**src/rtl/mips_pkg.sv**
```systemverilog
// Shared MIPS encoding definitions for the instruction encoder and decoder:
// operation select, opcode/func constants and the pure field-packing function.
package mips_pkg;

   typedef enum logic [2:0] {
      OP_ADDU  = 3'd0,
      OP_OR    = 3'd1,
      OP_ADDIU = 3'd2,
      OP_SW    = 3'd3,
      OP_LW    = 3'd4,
      OP_JAL   = 3'd5
   } op_sel_t;

   localparam logic [5:0] OPC_RTYPE = 6'b000000;
   localparam logic [5:0] OPC_ADDIU = 6'b001001;
   localparam logic [5:0] OPC_SW    = 6'b101011;
   localparam logic [5:0] OPC_LW    = 6'b100011;
   localparam logic [5:0] OPC_JAL   = 6'b000011;

   localparam logic [5:0] FUNC_ADDU = 6'b100001;
   localparam logic [5:0] FUNC_OR   = 6'b100101;

   typedef struct packed {
      logic        illegal;
      logic [31:0] word;
   } enc_t;

   // Packs the fields relevant to each format; unused fields are ignored.
   // Selects 6 and 7 have no instruction and come back flagged illegal.
   function automatic enc_t encode(input logic [2:0]  op,
                                   input logic [4:0]  rs,
                                   input logic [4:0]  rt,
                                   input logic [4:0]  rd,
                                   input logic [15:0] imm,
                                   input logic [25:0] target);
      enc_t r;
      r.illegal = 1'b0;
      r.word    = 32'd0;
      case (op)
         OP_ADDU:  r.word = {OPC_RTYPE, rs, rt, rd, 5'd0, FUNC_ADDU};
         OP_OR:    r.word = {OPC_RTYPE, rs, rt, rd, 5'd0, FUNC_OR};
         OP_ADDIU: r.word = {OPC_ADDIU, rs, rt, imm};
         OP_SW:    r.word = {OPC_SW, rs, rt, imm};
         OP_LW:    r.word = {OPC_LW, rs, rt, imm};
         OP_JAL:   r.word = {OPC_JAL, target};
         default:  r.illegal = 1'b1;
      endcase
      return r;
   endfunction

endpackage

```
**src/rtl/instr_encoder_if.sv**
```systemverilog
// Request and instruction-word streams of the instruction encoder.
// master drives requests and consumes words; slave is the encoder.
interface instr_encoder_if;

   logic        in_valid;
   logic        in_ready;
   logic [2:0]  in_op;
   logic [4:0]  in_rs;
   logic [4:0]  in_rt;
   logic [4:0]  in_rd;
   logic [15:0] in_imm;
   logic [25:0] in_target;

   logic        out_valid;
   logic        out_ready;
   logic [31:0] out_data;
   logic [31:0] out_addr;

   modport master (
      output in_valid, in_op, in_rs, in_rt, in_rd, in_imm, in_target, out_ready,
      input  in_ready, out_valid, out_data, out_addr
   );

   modport slave (
      input  in_valid, in_op, in_rs, in_rt, in_rd, in_imm, in_target, out_ready,
      output in_ready, out_valid, out_data, out_addr
   );

endinterface

```
**src/rtl/skid_fifo2.sv**
```systemverilog
// Two-entry FIFO. slot0 is always the head; a pop shifts slot1 forward and a
// push lands in the first free slot after that shift, so push+pop at one
// entry replaces the head in a single cycle.
module skid_fifo2 #(
   parameter int WIDTH = 32
) (
   input  logic             clk,
   input  logic             rst_n,
   input  logic             clear,
   input  logic             push,
   input  logic [WIDTH-1:0] push_data,
   input  logic             pop,
   output logic [WIDTH-1:0] head_data,
   output logic [1:0]       count
);

   logic [WIDTH-1:0] slot0, slot1;
   logic [WIDTH-1:0] slot0_nxt, slot1_nxt;
   logic [1:0]       count_nxt;
   logic             do_pop, do_push;

   assign do_pop    = pop && (count != 2'd0);
   assign do_push   = push && (count != 2'd2);
   assign head_data = slot0;

   // Next state: apply the pop first, then write into the slot it leaves free.
   always_comb begin
      slot0_nxt = slot0;
      slot1_nxt = slot1;
      count_nxt = count;
      if (do_pop) begin
         slot0_nxt = slot1;
         count_nxt = count - 2'd1;
      end
      if (do_push) begin
         if (count_nxt == 2'd0) slot0_nxt = push_data;
         else                   slot1_nxt = push_data;
         count_nxt = count_nxt + 2'd1;
      end
   end

   // Storage and occupancy; clear empties the FIFO and zeroes the head word.
   always_ff @(posedge clk or negedge rst_n) begin
      if (!rst_n) begin
         slot0 <= '0;
         slot1 <= '0;
         count <= 2'd0;
      end else if (clear) begin
         slot0 <= '0;
         slot1 <= '0;
         count <= 2'd0;
      end else begin
         slot0 <= slot0_nxt;
         slot1 <= slot1_nxt;
         count <= count_nxt;
      end
   end

endmodule

```
**src/rtl/instr_encoder.sv**
```systemverilog
// Instruction encoder: turns symbolic requests into MIPS words with
// sequential byte addresses for loading instruction memory. Illegal selects
// are consumed and counted but produce no word.
module instr_encoder
   import mips_pkg::*;
#(
   parameter logic [31:0] BASE_ADDR = 32'h0000_0000,
   parameter int unsigned DEPTH     = 256
) (
   input  logic            clk,
   input  logic            rst_n,
   input  logic            clear,
   instr_encoder_if.slave  bus,
   output logic            done,
   output logic            err_illegal,
   output logic [7:0]      illegal_cnt
);

   // 31 bits hold any DEPTH up to 2^30 inclusive.
   localparam logic [30:0] DEPTH_C = 31'(DEPTH);

   enc_t        enc;
   logic [1:0]  count;
   logic [30:0] issued, popped;
   logic        accept, push, pop;

   assign enc = encode(bus.in_op, bus.in_rs, bus.in_rt, bus.in_rd,
                       bus.in_imm, bus.in_target);

   // Ready depends on registered state only, so a pop into a full FIFO does
   // not reopen the input until the following cycle.
   assign bus.in_ready  = (count != 2'd2) && (issued < DEPTH_C);
   assign accept        = bus.in_valid && bus.in_ready;
   assign push          = accept && !enc.illegal;
   assign bus.out_valid = (count != 2'd0);
   assign pop           = bus.out_valid && bus.out_ready;

   skid_fifo2 #(.WIDTH(32)) u_fifo (
      .clk       (clk),
      .rst_n     (rst_n),
      .clear     (clear),
      .push      (push),
      .push_data (enc.word),
      .pop       (pop),
      .head_data (bus.out_data),
      .count     (count)
   );

   // Issue/pop counters, output address, completion and illegal-request tracking.
   always_ff @(posedge clk or negedge rst_n) begin
      if (!rst_n) begin
         issued       <= '0;
         popped       <= '0;
         bus.out_addr <= BASE_ADDR;
         done         <= 1'b0;
         err_illegal  <= 1'b0;
         illegal_cnt  <= 8'd0;
      end else if (clear) begin
         issued       <= '0;
         popped       <= '0;
         bus.out_addr <= BASE_ADDR;
         done         <= 1'b0;
         err_illegal  <= 1'b0;
         illegal_cnt  <= 8'd0;
      end else begin
         if (push) issued <= issued + 31'd1;
         if (pop) begin
            popped       <= popped + 31'd1;
            bus.out_addr <= bus.out_addr + 32'd4;
            if (popped + 31'd1 == DEPTH_C) done <= 1'b1;
         end
         if (accept && enc.illegal) begin
            err_illegal <= 1'b1;
            if (illegal_cnt != 8'hFF) illegal_cnt <= illegal_cnt + 8'd1;
         end
      end
   end

endmodule
```
**src/flat_wrapper.sv**
```systemverilog
// flat-port wrapper written by rule: the top's interface ports become plain ports
module instr_encoder_flat import mips_pkg::*;
#(
   parameter logic [31:0] BASE_ADDR = 32'h0000_0000,
   parameter int unsigned DEPTH     = 256
)
  (clk, rst_n, clear, done, err_illegal, illegal_cnt, bus_in_valid, bus_in_op, bus_in_rs, bus_in_rt, bus_in_rd, bus_in_imm, bus_in_target, bus_out_ready, bus_in_ready, bus_out_valid, bus_out_data, bus_out_addr);
  instr_encoder_if bus_i ();
  input  logic clk;
  input  logic rst_n;
  input  logic clear;
  output logic done;
  output logic err_illegal;
  output logic [7:0] illegal_cnt;
  input wire logic [$bits(bus_i.in_valid)-1:0] bus_in_valid;
  input wire logic [$bits(bus_i.in_op)-1:0] bus_in_op;
  input wire logic [$bits(bus_i.in_rs)-1:0] bus_in_rs;
  input wire logic [$bits(bus_i.in_rt)-1:0] bus_in_rt;
  input wire logic [$bits(bus_i.in_rd)-1:0] bus_in_rd;
  input wire logic [$bits(bus_i.in_imm)-1:0] bus_in_imm;
  input wire logic [$bits(bus_i.in_target)-1:0] bus_in_target;
  input wire logic [$bits(bus_i.out_ready)-1:0] bus_out_ready;
  output wire logic [$bits(bus_i.in_ready)-1:0] bus_in_ready;
  output wire logic [$bits(bus_i.out_valid)-1:0] bus_out_valid;
  output wire logic [$bits(bus_i.out_data)-1:0] bus_out_data;
  output wire logic [$bits(bus_i.out_addr)-1:0] bus_out_addr;
  assign bus_i.in_valid = bus_in_valid;
  assign bus_i.in_op = bus_in_op;
  assign bus_i.in_rs = bus_in_rs;
  assign bus_i.in_rt = bus_in_rt;
  assign bus_i.in_rd = bus_in_rd;
  assign bus_i.in_imm = bus_in_imm;
  assign bus_i.in_target = bus_in_target;
  assign bus_i.out_ready = bus_out_ready;
  assign bus_in_ready = bus_i.in_ready;
  assign bus_out_valid = bus_i.out_valid;
  assign bus_out_data = bus_i.out_data;
  assign bus_out_addr = bus_i.out_addr;
  instr_encoder #(.BASE_ADDR(BASE_ADDR), .DEPTH(DEPTH)) u_core (.clk(clk), .rst_n(rst_n), .clear(clear), .bus(bus_i), .done(done), .err_illegal(err_illegal), .illegal_cnt(illegal_cnt));
endmodule
```
**config.mk**
```make
export PLATFORM = sky130hd
export DESIGN_NAME = instr_encoder_flat
export DESIGN_NICKNAME = d
export VERILOG_FILES = /design/src/rtl/mips_pkg.sv /design/src/rtl/instr_encoder_if.sv /design/src/rtl/skid_fifo2.sv /design/src/rtl/instr_encoder.sv /design/src/flat_wrapper.sv
export SDC_FILE = /design/constraint.sdc
export NUM_CORES = 1
export LEC_CHECK = 0
export ABC_AREA = 1
export BUFFER_PORTS_ARGS = -buffer_cell sky130_fd_sc_hd__buf_4
export CORE_UTILIZATION = 60
export CTS_CLUSTER_SIZE = 10
export DETAILED_ROUTE_END_ITERATION = 12
export GPL_ROUTABILITY_DRIVEN = 0
export PLACE_DENSITY = 0.84
export SLEW_MARGIN = 5
export SYNTH_ARGS = -nofsm -noshare
export SYNTH_HDL_FRONTEND = slang
export SYNTH_SLANG_ARGS = --single-unit
```
**constraint.sdc**
```tcl
create_clock -name clk -period 3.7 [get_ports clk]
set_input_delay 0.74 -clock clk [delete_from_list [all_inputs] [get_ports clk]]
set_output_delay 0.74 -clock clk [all_outputs]
set_load 0.01 [all_outputs]
```
==> metrics.txt <==
clk slew on worst S/H paths 0.07 ns; Mapped Area 8956 µm²; ys flop type dfrtp_1; WL final 22.57 mm; Worst Clk Skew 0.007680 ns; Hold Fails Final Rpt 0; Die Y 124.2 µm; Peak Freq 381.1 MHz; largest net degree at the start of global routing 96; post-synthesis area per instance 7.194 µm²; root buffer cell clkbuf_16; ANT nets after route 0; final-report setup violation count 0; power density cells 506.9 nW/µm²; leakage 5.330 nW; Hold Slack 0.3625 ns; WL/cell 14.44 µm; count leader, synth nand2_1; Yosys top cell area share 46.38%; initial antenna violation count 0; Synth area leaders dfrtp_1 46%, nand2_1 14%, nor2_1 9.8%; Slowest-stage cell, CP nand2_2; area added between synthesis and finish 19.57%; final core occ 73.68%; cell accounting for the most synthesized area dfrtp_1; TritonCTS Sinks 166; DP Wirelength 15.01 mm; drt drc 0; # hold bufs at CTS 0; Starting Density 61.62%; distinct cell type count after synthesis 44; Top Ports 141; CP startpoint kind register; H-tree depth 4; iteration-0 DRC count of the detailed router 820; Filler Cells Inserted 1165; routed vias/inst 5.517; detailed-route via count 8623; PortBufs 138; Final Cycle Share 70.91%; CTS tree done; CTS buffer count 17; Critical Path RT 4.06 ns; diode count 0; Peak VDD IR 0.4206 mV; WP data arrival 2.99 ns; delay-heaviest family, CP simple AND/OR/NAND/NOR gates; minimum clock period 2.624 ns; post-CTS setup buffer count 0; Max Cap Viol 0; Setup TNS 0 ns; row cnt 44; outcome completed; Buf+Inv Stages, Crit Path 2; Yosys reg bits 166; worst hold path type primary input to async pin; die width 124.2 µm; critical path peak fanout 38; Critical Path End Type register; clock latency on the worst-skew pair 0.44 ns; Die ar. 15420 µm²; share of flip-flops with an asynchronous set or reset 100.0%; total track usage 31.26%; worst slew pin tran 0.9305 ns; Synthesis Warnings 0; WS Path Type register to register; Layout Nets 1442; Syn Inst Count 1245; relative slew slack 37.90%; Max stage delay on crit path 0.41 ns; CTS max path bufs 2; Final Slew Violations 0; core area 14530 µm²; number of global-route vias before repair 8000; 1st-pass router iterations 8; worst-path cell chain inv_1 -> ha_1 -> nor2_1 -> nand4_1 -> nor3_1 -> and2_2 -> nand2_2 -> nor2_8 -> nand2_2 -> buf_4 -> o21ai_0 -> nand2_1 -> nor2_1; EDFF count, synth 0; first-pass GRT wire length 37.40 mm; post-CTS sizing 0; grt total ovfl 0; sequential fraction of the synthesis area 46.38%; share of layout cells above drive strength 1 14.87%; Synth top cells by count 335 x nand2_1, 233 x nor2_1, 166 x dfrtp_1; unrepaired setup endpoints after global routing no
## area by class of cell
class / count / area, µm² / area share, %
clock buffer: 17 / 425.4 / 3.972
clock inverter: 15 / 161.4 / 1.507
inverter: 122 / 460.4 / 4.300
multi-input combinational: 911 / 4138 / 38.64
sequential: 166 / 4154 / 38.79
tap: 184 / 230.2 / 2.150
timing repair buffer: 148 / 1140 / 10.64
## cells in the final DEF (no fill, tap or decap), types with 5 or more instances in the layout
| cell | n |
|---|---|
| nand3_1 | 117 |
| buf_4 | 145 |
| nand2_1 | 335 |
| nor3_1 | 22 |
| o22ai_1 | 8 |
| inv_8 | 5 |
| o21ai_0 | 74 |
| ha_1 | 11 |
| nor2_2 | 8 |
| nor2_1 | 233 |
| xor2_1 | 13 |
| a21oi_1 | 25 |
| dfrtp_1 | 166 |
| nand4_1 | 18 |
| o21ai_1 | 11 |
| inv_1 | 115 |
| clkbuf_16 | 17 |
## registers in the layout (all words and copies together) (netlist names), 2 cells and up
signal                   count
u_core.u_fifo.slot1         30
u_core.u_fifo.count          2
u_core.popped               31
u_core.issued               31
u_core.u_fifo.head_data     32
u_core.illegal_cnt           8
u_core.bus.out_addr         30
## where the power goes
group / total (mW) / switching, mW / leakage [nW] / internal, mW
logic: 1.52 / 0.963 / 2.76 / 0.556
registers: 2.17 / 0.150 / 2.29 / 2.02
clock network: 1.74 / 0.837 / 0.287 / 0.905
## worst paths after layout
kind / startpoint / endpoint / slack (ns) / cells past startpoint
max reg2reg: u_core.u_fifo.count[0] / u_core.u_fifo.head_data[16] / 1.08 / 13
min reg2reg: u_core.issued[15] / u_core.issued[15] / 0.49 / 2
max in group asynchronous: rst_n / u_core.issued[1] / 2.40 / 2
max: u_core.u_fifo.count[0] / u_core.u_fifo.head_data[16] / 1.08 / 13
min in group clk: u_core.issued[15] / u_core.issued[15] / 0.49 / 2
min: rst_n / u_core.bus.out_addr[17] / 0.36 / 1
## through the flow
stage | std cells | setup slack (ns) | total power, mW | cell area [µm²]
floorplan | 1246 | 1.738 | 3.094 | 8960
global placement | 1531 | 1.091 | 3.659 | 10120
detailed placement | 1531 | 1.031 | 3.699 | 10120
CTS | 1563 | 1.096 | 5.440 | 10710
global route | 1563 | 0.8607 | 5.730 | 10710
finish | 1563 | 1.076 | 5.428 | 10710
## routing by layer
layer,vias up,track usage [%],part of all wire (%)
li1,4205,-,-
met2,344,50.93,49
met4,0,7.887,1.2
met1,4042,42.64,43
met3,32,6.456,7.1
met5,-,0,0
## kinds of logic after synthesis
kind of cell	Yosys count	share of synthesized area [%]
fa+ha+maj	11	1.537
xor+xnor	15	1.467
mux	1	0.1118
flops	166	46.38
simple gates	750	34.98
buf+inv	169	7.460
other cells	1	0.04187
compound gates	132	8.019
No activity file was read; power rests on OpenSTA's default activity.
